File: src/rtl/quad_steer_n.sv
`default_nettype none
// ============================================================================
// quad_steer_n : per-channel quadrature steering generator, digital or analog
// Revision     : 1.0
// ============================================================================
module quad_steer_n #(
  parameter int CHANNELS   = 2,
  parameter int DIV_W      = 16,
  parameter int ACCEL_MAX  = 3,
  parameter int ACCEL_HOLD = 8,
  parameter int DEADZONE   = 8
) (
  input  logic                  CLK,
  input  logic                  reset,
  input  logic [DIV_W-1:0]      clkdiv,
  input  logic                  mode,
  input  logic                  accel_en,
  input  logic [CHANNELS-1:0]   right,
  input  logic [CHANNELS-1:0]   left,
  input  logic [8*CHANNELS-1:0] analog,
  output logic [CHANNELS-1:0]   steerA,
  output logic [CHANNELS-1:0]   steerB,
  output logic [CHANNELS-1:0]   moving,
  output logic [CHANNELS-1:0]   dir
);

  localparam int LVL_W = (ACCEL_MAX > 0) ? $clog2(ACCEL_MAX + 1) : 1;
  localparam int STP_W = (ACCEL_HOLD > 1) ? $clog2(ACCEL_HOLD) : 1;
  localparam logic [LVL_W-1:0] LVL_MAX  = LVL_W'(ACCEL_MAX);
  localparam logic [STP_W-1:0] STP_LAST = STP_W'(ACCEL_HOLD - 1);
  localparam logic [7:0]       DZ       = 8'(DEADZONE);

  // Step period in cycles, never below 1.
  function automatic logic [DIV_W-1:0] f_period(input logic [DIV_W-1:0] div,
                                                input logic amode,
                                                input logic acc,
                                                input logic [7:0] mag,
                                                input logic [LVL_W-1:0] lvl);
    logic [DIV_W+6:0] prod;
    logic [DIV_W-1:0] p;
    prod = (DIV_W+7)'(div) * (DIV_W+7)'(8'd128 - mag);
    if (amode)    p = DIV_W'(prod >> 7);
    else if (acc) p = div >> lvl;
    else          p = div;
    if (p == '0) p = DIV_W'(1);
    return p;
  endfunction

  logic mode_q, mode_d, mode_chg;
  assign mode_d   = mode;
  assign mode_chg = (mode != mode_q);

  always_ff @(posedge CLK) begin
    if (reset) mode_q <= 1'b0;
    else       mode_q <= mode_d;
  end

  for (genvar i = 0; i < CHANNELS; i++) begin : g_chan
    logic [7:0]       a_raw, mag;
    logic             req, rdir, step;
    logic [1:0]       phase_q, phase_d;
    logic [DIV_W-1:0] cnt_q, cnt_d;
    logic [LVL_W-1:0] level_q, level_d;
    logic [STP_W-1:0] steps_q, steps_d;
    logic             moving_q, moving_d, dir_q, dir_d;

    assign a_raw = analog[8*i +: 8];

    always_comb begin
      mag = a_raw;
      if (a_raw[7]) mag = (a_raw == 8'h80) ? 8'd127 : (~a_raw + 8'd1);
      if (mode) begin
        req  = (mag > DZ);
        rdir = ~a_raw[7];
      end else begin
        req  = right[i] ^ left[i];
        rdir = right[i];
      end
    end

    always_comb begin
      phase_d  = phase_q;
      cnt_d    = cnt_q;
      level_d  = level_q;
      steps_d  = steps_q;
      moving_d = req;
      dir_d    = req ? rdir : dir_q;
      step     = 1'b0;
      if (!req || (moving_q && (rdir != dir_q))) begin
        level_d = '0;
        steps_d = '0;
        cnt_d   = f_period(clkdiv, mode, accel_en, mag, '0) - DIV_W'(1);
      end else begin
        if (mode_chg) begin
          level_d = '0;
          steps_d = '0;
        end
        // A fresh request counts its own edge as the first cycle of the period.
        if (!moving_q) begin
          if (f_period(clkdiv, mode, accel_en, mag, level_d) == DIV_W'(1)) step = 1'b1;
          else cnt_d = f_period(clkdiv, mode, accel_en, mag, level_d) - DIV_W'(2);
        end else if (cnt_q == '0) begin
          step = 1'b1;
        end else begin
          cnt_d = cnt_q - DIV_W'(1);
        end
        if (step) begin
          phase_d = rdir ? {phase_q[0], ~phase_q[1]} : {~phase_q[0], phase_q[1]};
          if (!mode && accel_en) begin
            if (steps_d == STP_LAST) begin
              steps_d = '0;
              if (level_d != LVL_MAX) level_d = level_d + LVL_W'(1);
            end else begin
              steps_d = steps_d + STP_W'(1);
            end
          end
          cnt_d = f_period(clkdiv, mode, accel_en, mag, level_d) - DIV_W'(1);
        end
      end
    end

    always_ff @(posedge CLK) begin
      if (reset) begin
        phase_q  <= 2'b00;
        cnt_q    <= '0;
        level_q  <= '0;
        steps_q  <= '0;
        moving_q <= 1'b0;
        dir_q    <= 1'b0;
      end else begin
        phase_q  <= phase_d;
        cnt_q    <= cnt_d;
        level_q  <= level_d;
        steps_q  <= steps_d;
        moving_q <= moving_d;
        dir_q    <= dir_d;
      end
    end

    assign steerA[i] = phase_q[1];
    assign steerB[i] = phase_q[0];
    assign moving[i] = moving_q;
    assign dir[i]    = dir_q;
  end

endmodule
`default_nettype wire

File: config.mk
export PLATFORM = sky130hd
export DESIGN_NAME = quad_steer_n
export DESIGN_NICKNAME = d
export VERILOG_FILES = /design/src/rtl/quad_steer_n.sv
export SDC_FILE = /design/constraint.sdc
export NUM_CORES = 1
export LEC_CHECK = 0
export BUFFER_PORTS_ARGS = -buffer_cell sky130_fd_sc_hd__buf_2
export CORE_ASPECT_RATIO = 0.75
export CORE_MARGIN = 5
export CORE_UTILIZATION = 52
export CTS_CLUSTER_DIAMETER = 120
export DETAILED_ROUTE_END_ITERATION = 8
export PLACE_DENSITY = 0.71
export SYNTH_ARGS = -nofsm -noshare
export SYNTH_HDL_FRONTEND = slang
export SYNTH_SLANG_ARGS = --single-unit
export TNS_END_PERCENT = 50
File: constraint.sdc
create_clock -name CLK -period 10.5 [get_ports CLK]
set_clock_uncertainty 0.15 [all_clocks]
set_input_delay 0.525 -clock CLK [delete_from_list [all_inputs] [get_ports CLK]]
set_output_delay 0.525 -clock CLK [all_outputs]
set_load 0.005 [all_outputs]
==> out/summary.txt, run 1 <==
final WL -> 70480 um
Leak -> 8.395 nW
root buf cell -> clkbuf_16
global route overflow -> 0
CP peak stage delay -> 0.70 ns
Clock power frac -> 0.026
WL per Instance -> 23.54 um
Max H-tree Level -> 2
CTS tree -> done
Worst EP arrival -> 9.93 ns
placed inst area -> 19750 sq um
worst slack at placement -> 0.2612 ns
Synth Area in Adders -> 0.2789
share of cells above drive strength 1 -> 0.07846
Port Buffers -> 47
Synth area leaders -> fa_1, ha_1, dfxtp_1, nand2_1, and2_1
switching power summed over all nets -> 4.221 mW
Chip Width -> 231.8 um
Multi-input gate area -> 16560 sq um
Final HPWL DP -> 53690 um
Setup Crit Path Kind -> in -> reg
syn nets -> 2915
Internal -> 2.688 mW
ant diodes -> 0
largest net degree at the start of global routing -> 69
DRT antenna net count -> 0
crit path max fanout -> 10
Async SR Flop Fraction -> 0
syn avg cell area -> 7.478 sq um
crit start category -> primary input
PwrDens -> 346.7 nW/um^2
Synth Register Bits -> 51
Comb power frac -> 0.932
Seq/Total Area, Yosys -> 0.05323
f_max -> 100.9 MHz
die area -> 40870 sq um
# IOs -> 48
main combinational cell family by area after synthesis -> adder cells
Hold Path Class -> reg -> reg
Pre-antenna DRT Iters -> 8
DRT iter0 DRCs -> 2369
Tot GR Track Use -> 0.3373
Slew @ Worst Pin -> 1.071 ns
fraction of the mapped netlist area in simple logic gates -> 0.2706
CTS buffer count -> 5
Worst VDD drop -> 299.6 uV
mapped cell area -> 19180 sq um
die height -> 176.3 um
Crit. End Element -> flop
YS warnings -> 0
Yosys top cell area share -> 0.2046
Nets -> 2847
dominant cell type by area after synthesis -> fa_1
WP data required -> 10.52 ns
first-pass GRT wire length -> 109800 um
Max Cap Viol -> 0
Vias/cell -> 6.673
row count -> 60
prevailing post-synth register cell -> dfxtp_1
status -> finished, final reports clean
most frequent cells in the layout -> nand2_1, inv_1, fa_1
Worst-path clk slew -> 0.07 ns
crit path time final -> 9.913 ns
P&R area growth vs syn -> 3.901%
fin crit share -> 0.9441
Post-synth EDFFs -> 0
sequential cell area -> 1021 sq um
DR vias -> 19980
setup bufs post-CTS -> 0
commonest non-fill, non-tap cell in the layout -> nand2_1
Synth Area in Compound Gates -> 0.2359
Sw Ratio -> 0.6110
Synth cell types -> 107
endpoints failing setup -> 0
clock sinks -> 51
cell area after layout -> 19930 sq um
Slowest-stage cell, CP -> or4b_2
setup TNS -> 0 ns
Final GP Congestion -> 1.038
Clock Latency Late Sink -> 0.31 ns
xor-xnor portion of the synthesized cell area -> 0.05205
core area -> 36110 sq um
clock buffer depth -> 2
number of global-route vias before repair -> 19440
post-synthesis mux area share -> 0.02374
initial antenna violation count -> 0
Initial Util -> 0.5312
Filler Cells Inserted -> 3524
Mapped Cells -> 2565
RSZ-0062 raised after global routing -> false
count of pins over their slew limit -> 0
sequential share of power -> 0.042
Slew headroom -> 0.2674
# DRC -> 0
final hold vios -> 0
fin worst setup slack -> 0.5870 ns
-- final cells by class --
type	instances	share of cell area
clock inverter	2	0.0008162
clock buffer	6	0.006969
sequential	51	0.05123
multi-input combinational	2097	0.8307
timing repair buffer	108	0.03491
inverter	234	0.04420
tap	496	0.03114
-- power groups by stage --
stage | Clock, mW | Sequential [mW] | Combinational [mW]
floorplan | 0 | 0.283 | 4.54
global placement | 0 | 0.292 | 6.17
detailed placement | 0 | 0.295 | 6.22
CTS | 0.183 | 0.291 | 6.26
global route | 0.192 | 0.299 | 7.06
finish | 0.179 | 0.291 | 6.44
-- critical path, delay by kind of cell --
| kind | cells | cell delay [ns] |
|---|---|---|
| simple gates | 9 | 2.70 |
| fa+ha+maj | 9 | 3.53 |
| buf+inv | 7 | 0.55 |
| compound gates | 8 | 2.41 |
| xor+xnor | 1 | 0.18 |
-- sequential cells by signal (all words and copies together) (netlist names) --
| register | count |
|---|---|
| g_chan.phase_q | 4 |
| g_chan.steps_q | 6 |
| g_chan.level_q | 4 |
| g_chan.cnt_q | 32 |
| g_chan.moving_q | 2 |
| mode_q | 1 |
| g_chan.dir_q | 2 |
-- per-layer routing --
layer | up-vias | track usage | wire length, um
li1 | 8956 | - | -
met1 | 9709 | 0.4581 | 29080
met2 | 1099 | 0.5176 | 30300
met3 | 215 | 0.09277 | 7864
met4 | 0 | 0.1223 | 3235
met5 | - | 0 | 0
-- cell usage after synthesis, drive strengths merged (11+ instances only) --
library cell and count:
ha 114, nand4 47, and2 147, o221ai 15, a311oi 16, and3 30, mux2i 32, nor2b 19
inv 231, clkbuf 135, o211ai 32, nand3 79, a21oi 143, o21a 14, o2111ai 11, nor2 178
nor3b 11, o21ai 98, a31oi 43, nand2b 25, or2 19, buf 48, nand2 254, a2111oi 13
dfxtp 51, nor3 77, o31ai 22, nor4 24, fa 196, o22ai 15, a21o 27, a211oi 44
xor2 50, xnor2 64, or3 24
-- repair_timing --
item,4_1_cts,5_1_grt
setup endpoints to repair,0,6
gates resized for setup,0,6
hold endpoints to repair,0,0
hold buffers,0,0
-- per-stage QoR --
stage | utilization | power [mW] | hold slack [ns] | instances
after floorplan | - | 4.824 | 0.3490 | 2565
final | 0.5519 | 6.909 | 0.3949 | 2994
after detailed placement | 0.5468 | 6.512 | 0.3853 | 2986
after CTS | 0.5511 | 6.732 | 0.4011 | 2994
after global placement | 0.5468 | 6.460 | 0.3622 | 2986
after global routing | 0.5519 | 7.547 | 0.4244 | 2994
-- final timing paths --
kind	depth (start not counted)	slack (ns)	to	start
hold / removal	2	0.39	g_chan[1].dir_q$_SDFFE_PP0P_	g_chan[1].dir_q$_SDFFE_PP0P_
hold reg to reg	2	0.39	g_chan[1].dir_q$_SDFFE_PP0P_	g_chan[1].dir_q$_SDFFE_PP0P_
setup reg to reg	19	3.99	g_chan[0].cnt_q[12]$_SDFFE_PP0P_	mode_q$_SDFF_PP0_
setup / recovery	34	0.59	g_chan[1].cnt_q[10]$_SDFFE_PP0P_	analog[9]
-- cells by family after synthesis --
family | Yosys count
mux | 43
simple gates | 995
flops | 51
xor+xnor | 114
buf+inv | 417
fa+ha+maj | 310
compound gates | 635
(Power assumes the default switching activity.)
==> run 2: changes to the inputs <==
--- a/config.mk
+++ b/config.mk
@@ -5,6 +5,7 @@
 export SDC_FILE = /design/constraint.sdc
 export NUM_CORES = 1
 export LEC_CHECK = 0
+export ABC_AREA = 1
 export BUFFER_PORTS_ARGS = -buffer_cell sky130_fd_sc_hd__buf_2
 export CORE_ASPECT_RATIO = 0.75
 export CORE_MARGIN = 5
==> run 2 against run 1 <==
  * Sequential share of layout area increased by 0.46 points
  * Power decreased by 12%
  * Synthesized cell count increased by 14%
  * Largest power group unchanged
==> out/summary.txt, run 2 <==
Finished Layout Cells -> 3329 (was 2994)
Synth top cells by count -> nand2_1, inv_1, nor2_1 (was nand2_1, inv_1, fa_1)
Crit. End Element -> flop (unchanged)
largest net degree at the start of global routing -> 49 (was 69)
sequential cell area -> 1021 sq um (unchanged)
Async SR Flop Fraction -> 0 (unchanged)
WP data required -> 10.58 ns (was 10.52 ns)
Slowest-stage cell, CP -> fa_1 (was or4b_2)
CTS resizes -> 0 (unchanged)
syn nets -> 3266 (was 2915)
Nets -> 3227 (was 2847)
Synth cell types -> 58 (was 107)
Worst EP arrival -> 9.65 ns (was 9.93 ns)
row count -> 58 (was 60)
clock buffer depth -> 2 (unchanged)
DRT antenna net count -> 0 (unchanged)
crit path max fanout -> 12 (was 10)
Mapped Cells -> 2916 (was 2565)
Multi-input gate area -> 14300 sq um (was 16560 sq um)
Seq/Total Area, Yosys -> 0.05759 (was 0.05323)
max reg flops -> 32 (unchanged)
Leak -> 9.770 nW (was 8.395 nW)
Largest Register -> g_chan.cnt_q (unchanged)
most common cell in the synthesized netlist -> nand2_1 (unchanged)
Worst-path clk slew -> 0.08 ns (was 0.07 ns)
Synth Register Bits -> 51 (unchanged)
Setup Crit Path Kind -> in -> reg (unchanged)
WL per Instance -> 18.94 um (was 23.54 um)
Tot GR Track Use -> 0.3303 (was 0.3373)
fin crit share -> 0.9116 (was 0.9441)
RSZ-0062 raised after global routing -> false (unchanged)
final hold vios -> 0 (unchanged)
Hold Path Class -> reg -> reg (unchanged)
core area -> 33600 sq um (was 36110 sq um)
share of cells above drive strength 1 -> 0.05386 (was 0.07846)
Final HPWL DP -> 50290 um (was 53690 um)
Cells after DPL -> 3320 (was 2986)
Clock Latency Late Sink -> 0.31 ns (about the same)
crit path time final -> 9.572 ns (was 9.913 ns)
f_max -> 104.5 MHz (was 100.9 MHz)
crit start category -> primary input (unchanged)
Synth area leaders -> fa_1, nand2_1, inv_1, nor2_1, ha_1 (was fa_1, ha_1, dfxtp_1, nand2_1, and2_1)
most frequent cells in the layout -> nand2_1, inv_1, nor2_1 (was nand2_1, inv_1, fa_1)
endpoints failing setup -> 0 (unchanged)
syn avg cell area -> 6.080 sq um (was 7.478 sq um)
# IOs -> 48 (unchanged)
CP peak stage delay -> 0.53 ns (was 0.70 ns)
DRT iter0 DRCs -> 2109 (was 2369)
count of pins over their slew limit -> 0 (unchanged)
Max H-tree Level -> 2 (unchanged)
Largest regs -> g_chan.cnt_q (32), g_chan.steps_q (6) (unchanged)
setup TNS -> 0 ns (unchanged)
number of global-route vias before repair -> 18280 (was 19440)
initial antenna violation count -> 1 (was 0)
DR vias -> 19100 (was 19980)
cell mode on critical path -> nand2_1
Yosys top cell area share -> 0.2213 (was 0.2046)
Worst VDD drop -> 162.2 uV (was 299.6 uV)
Pre-antenna DRT Iters -> 6 (was 8)
setup bufs post-CTS -> 0 (unchanged)
CTS buffer count -> 5 (unchanged)
Filler Cells Inserted -> 3456 (was 3524)
Slew @ Worst Pin -> 0.8955 ns (was 1.071 ns)
dominant cell type by area after synthesis -> fa_1 (unchanged)
clock sinks -> 51 (unchanged)
root buf cell -> clkbuf_16 (unchanged)
# DRC -> 0 (unchanged)
PwrDens -> 332.9 nW/um^2 (was 346.7 nW/um^2)
YS warnings -> 0 (unchanged)
Vias/cell -> 5.737 (was 6.673)
final WL -> 63060 um (was 70480 um)
hold_buf cts -> 0 (unchanged)
mapped cell area -> 17730 sq um (was 19180 sq um)
die height -> 169.9 um (was 176.3 um)
Power, Total -> 6.084 mW (was 6.909 mW)
Max Cap Viol -> 0 (unchanged)
CTS tree -> done (unchanged)
P&R area growth vs syn -> 3.084% (was 3.901%)
prevailing post-synth register cell -> dfxtp_1 (unchanged)
global route overflow -> 0 (unchanged)
die area -> 37920 sq um (was 40870 sq um)
Port Buffers -> 47 (unchanged)
status -> finished, final reports clean (unchanged)
first-pass GRT wire length -> 100200 um (was 109800 um)
Final GP Congestion -> 1.017 (was 1.038)
commonest non-fill, non-tap cell in the layout -> nand2_1 (unchanged)
Initial Util -> 0.5276 (was 0.5312)
Chip Width -> 223.2 um (was 231.8 um)
Post-synth EDFFs -> 0 (unchanged)
Slew headroom -> 0.3993 (was 0.2674)
## run 2: changes by cell type in the layout (fill, tap and decap cells not counted), sizes merged, moves of 36 or more
cell    previous run  this run
nor2             178       425
buf              108        63
inv              231       493
nor3              77        41
xnor2             64        18
nand3             79       209
a21oi            143        88
o21ai             98       181
and2             147         5
a211oi            44         2
nand2            254       805
## run 2: cells by family after synthesis
kind of cell / after synthesis / synth area share
flops: 51 / 0.05759
xor+xnor: 51 / 0.02520
buf+inv: 608 / 0.1360
fa+ha+maj: 310 / 0.3018
compound gates: 335 / 0.1060
simple gates: 1561 / 0.3734
## run 2: routing by layer
layer  vias to the layer above  track usage  wire (um)
met5                         -            0         13
met4                         2      0.07668       1688
met3                       136      0.06656       7067
met2                       965       0.5240      27190
met1                      8989       0.4691      27090
li1                       9006            -          -
## run 2: worst paths after layout
check | from | end | slack, ns | depth (start not counted)
worst min register to register | g_chan[0].steps_q[2]$_SDFF_PP0_ | g_chan[0].steps_q[2]$_SDFF_PP0_ | 0.32 | 2
worst max-delay path | analog[0] | g_chan[0].cnt_q[14]$_SDFFE_PP0P_ | 0.93 | 53
worst max register to register | mode_q$_SDFF_PP0_ | g_chan[0].cnt_q[10]$_SDFFE_PP0P_ | 5.24 | 29
worst min-delay path | g_chan[0].steps_q[2]$_SDFF_PP0_ | g_chan[0].steps_q[2]$_SDFF_PP0_ | 0.32 | 2
## run 2: through the flow
stage            util  hold WS, ns  setup WS (ns)  instance area, sq um
2_1_floorplan       -       0.2942          2.050                 17730
3_3_place_gp   0.5390       0.3028         0.9895                 18110
3_5_place_dp   0.5390       0.3173         0.6526                 18110
4_1_cts        0.5436       0.3276         0.9331                 18270
5_1_grt        0.5438       0.3532        0.01917                 18270
6_report       0.5439       0.3219         0.9282                 18280
## run 2: worst max-delay path, delay by kind of cell
family                     cells  cell delay [ns]
AOI/OAI and AO/OA              2             0.34
and+or+nand+nor               31             4.16
buffers and inverters         10             1.03
xor gates and xnor gates       1             0.15
adders and majority gates      9             3.46
## run 2: where the power goes
| group | internal, mW | total (mW) | switching, mW |
|---|---|---|---|
| Sequential | 0.244 | 0.286 | 0.0422 |
| Combinational | 1.81 | 5.62 | 3.80 |
| Clock | 0.0958 | 0.182 | 0.0865 |
## run 2: final cells by class
type / count / share of cell area
flip-flops and latches: 51 / 0.05587
clock buffers: 6 / 0.007600
multi-input cells: 2257 / 0.7824
well taps: 450 / 0.03081
clock inverters: 2 / 0.0008900
repair buffers: 63 / 0.01944
inverters: 499 / 0.1028
diodes: 1 / 0.0001369
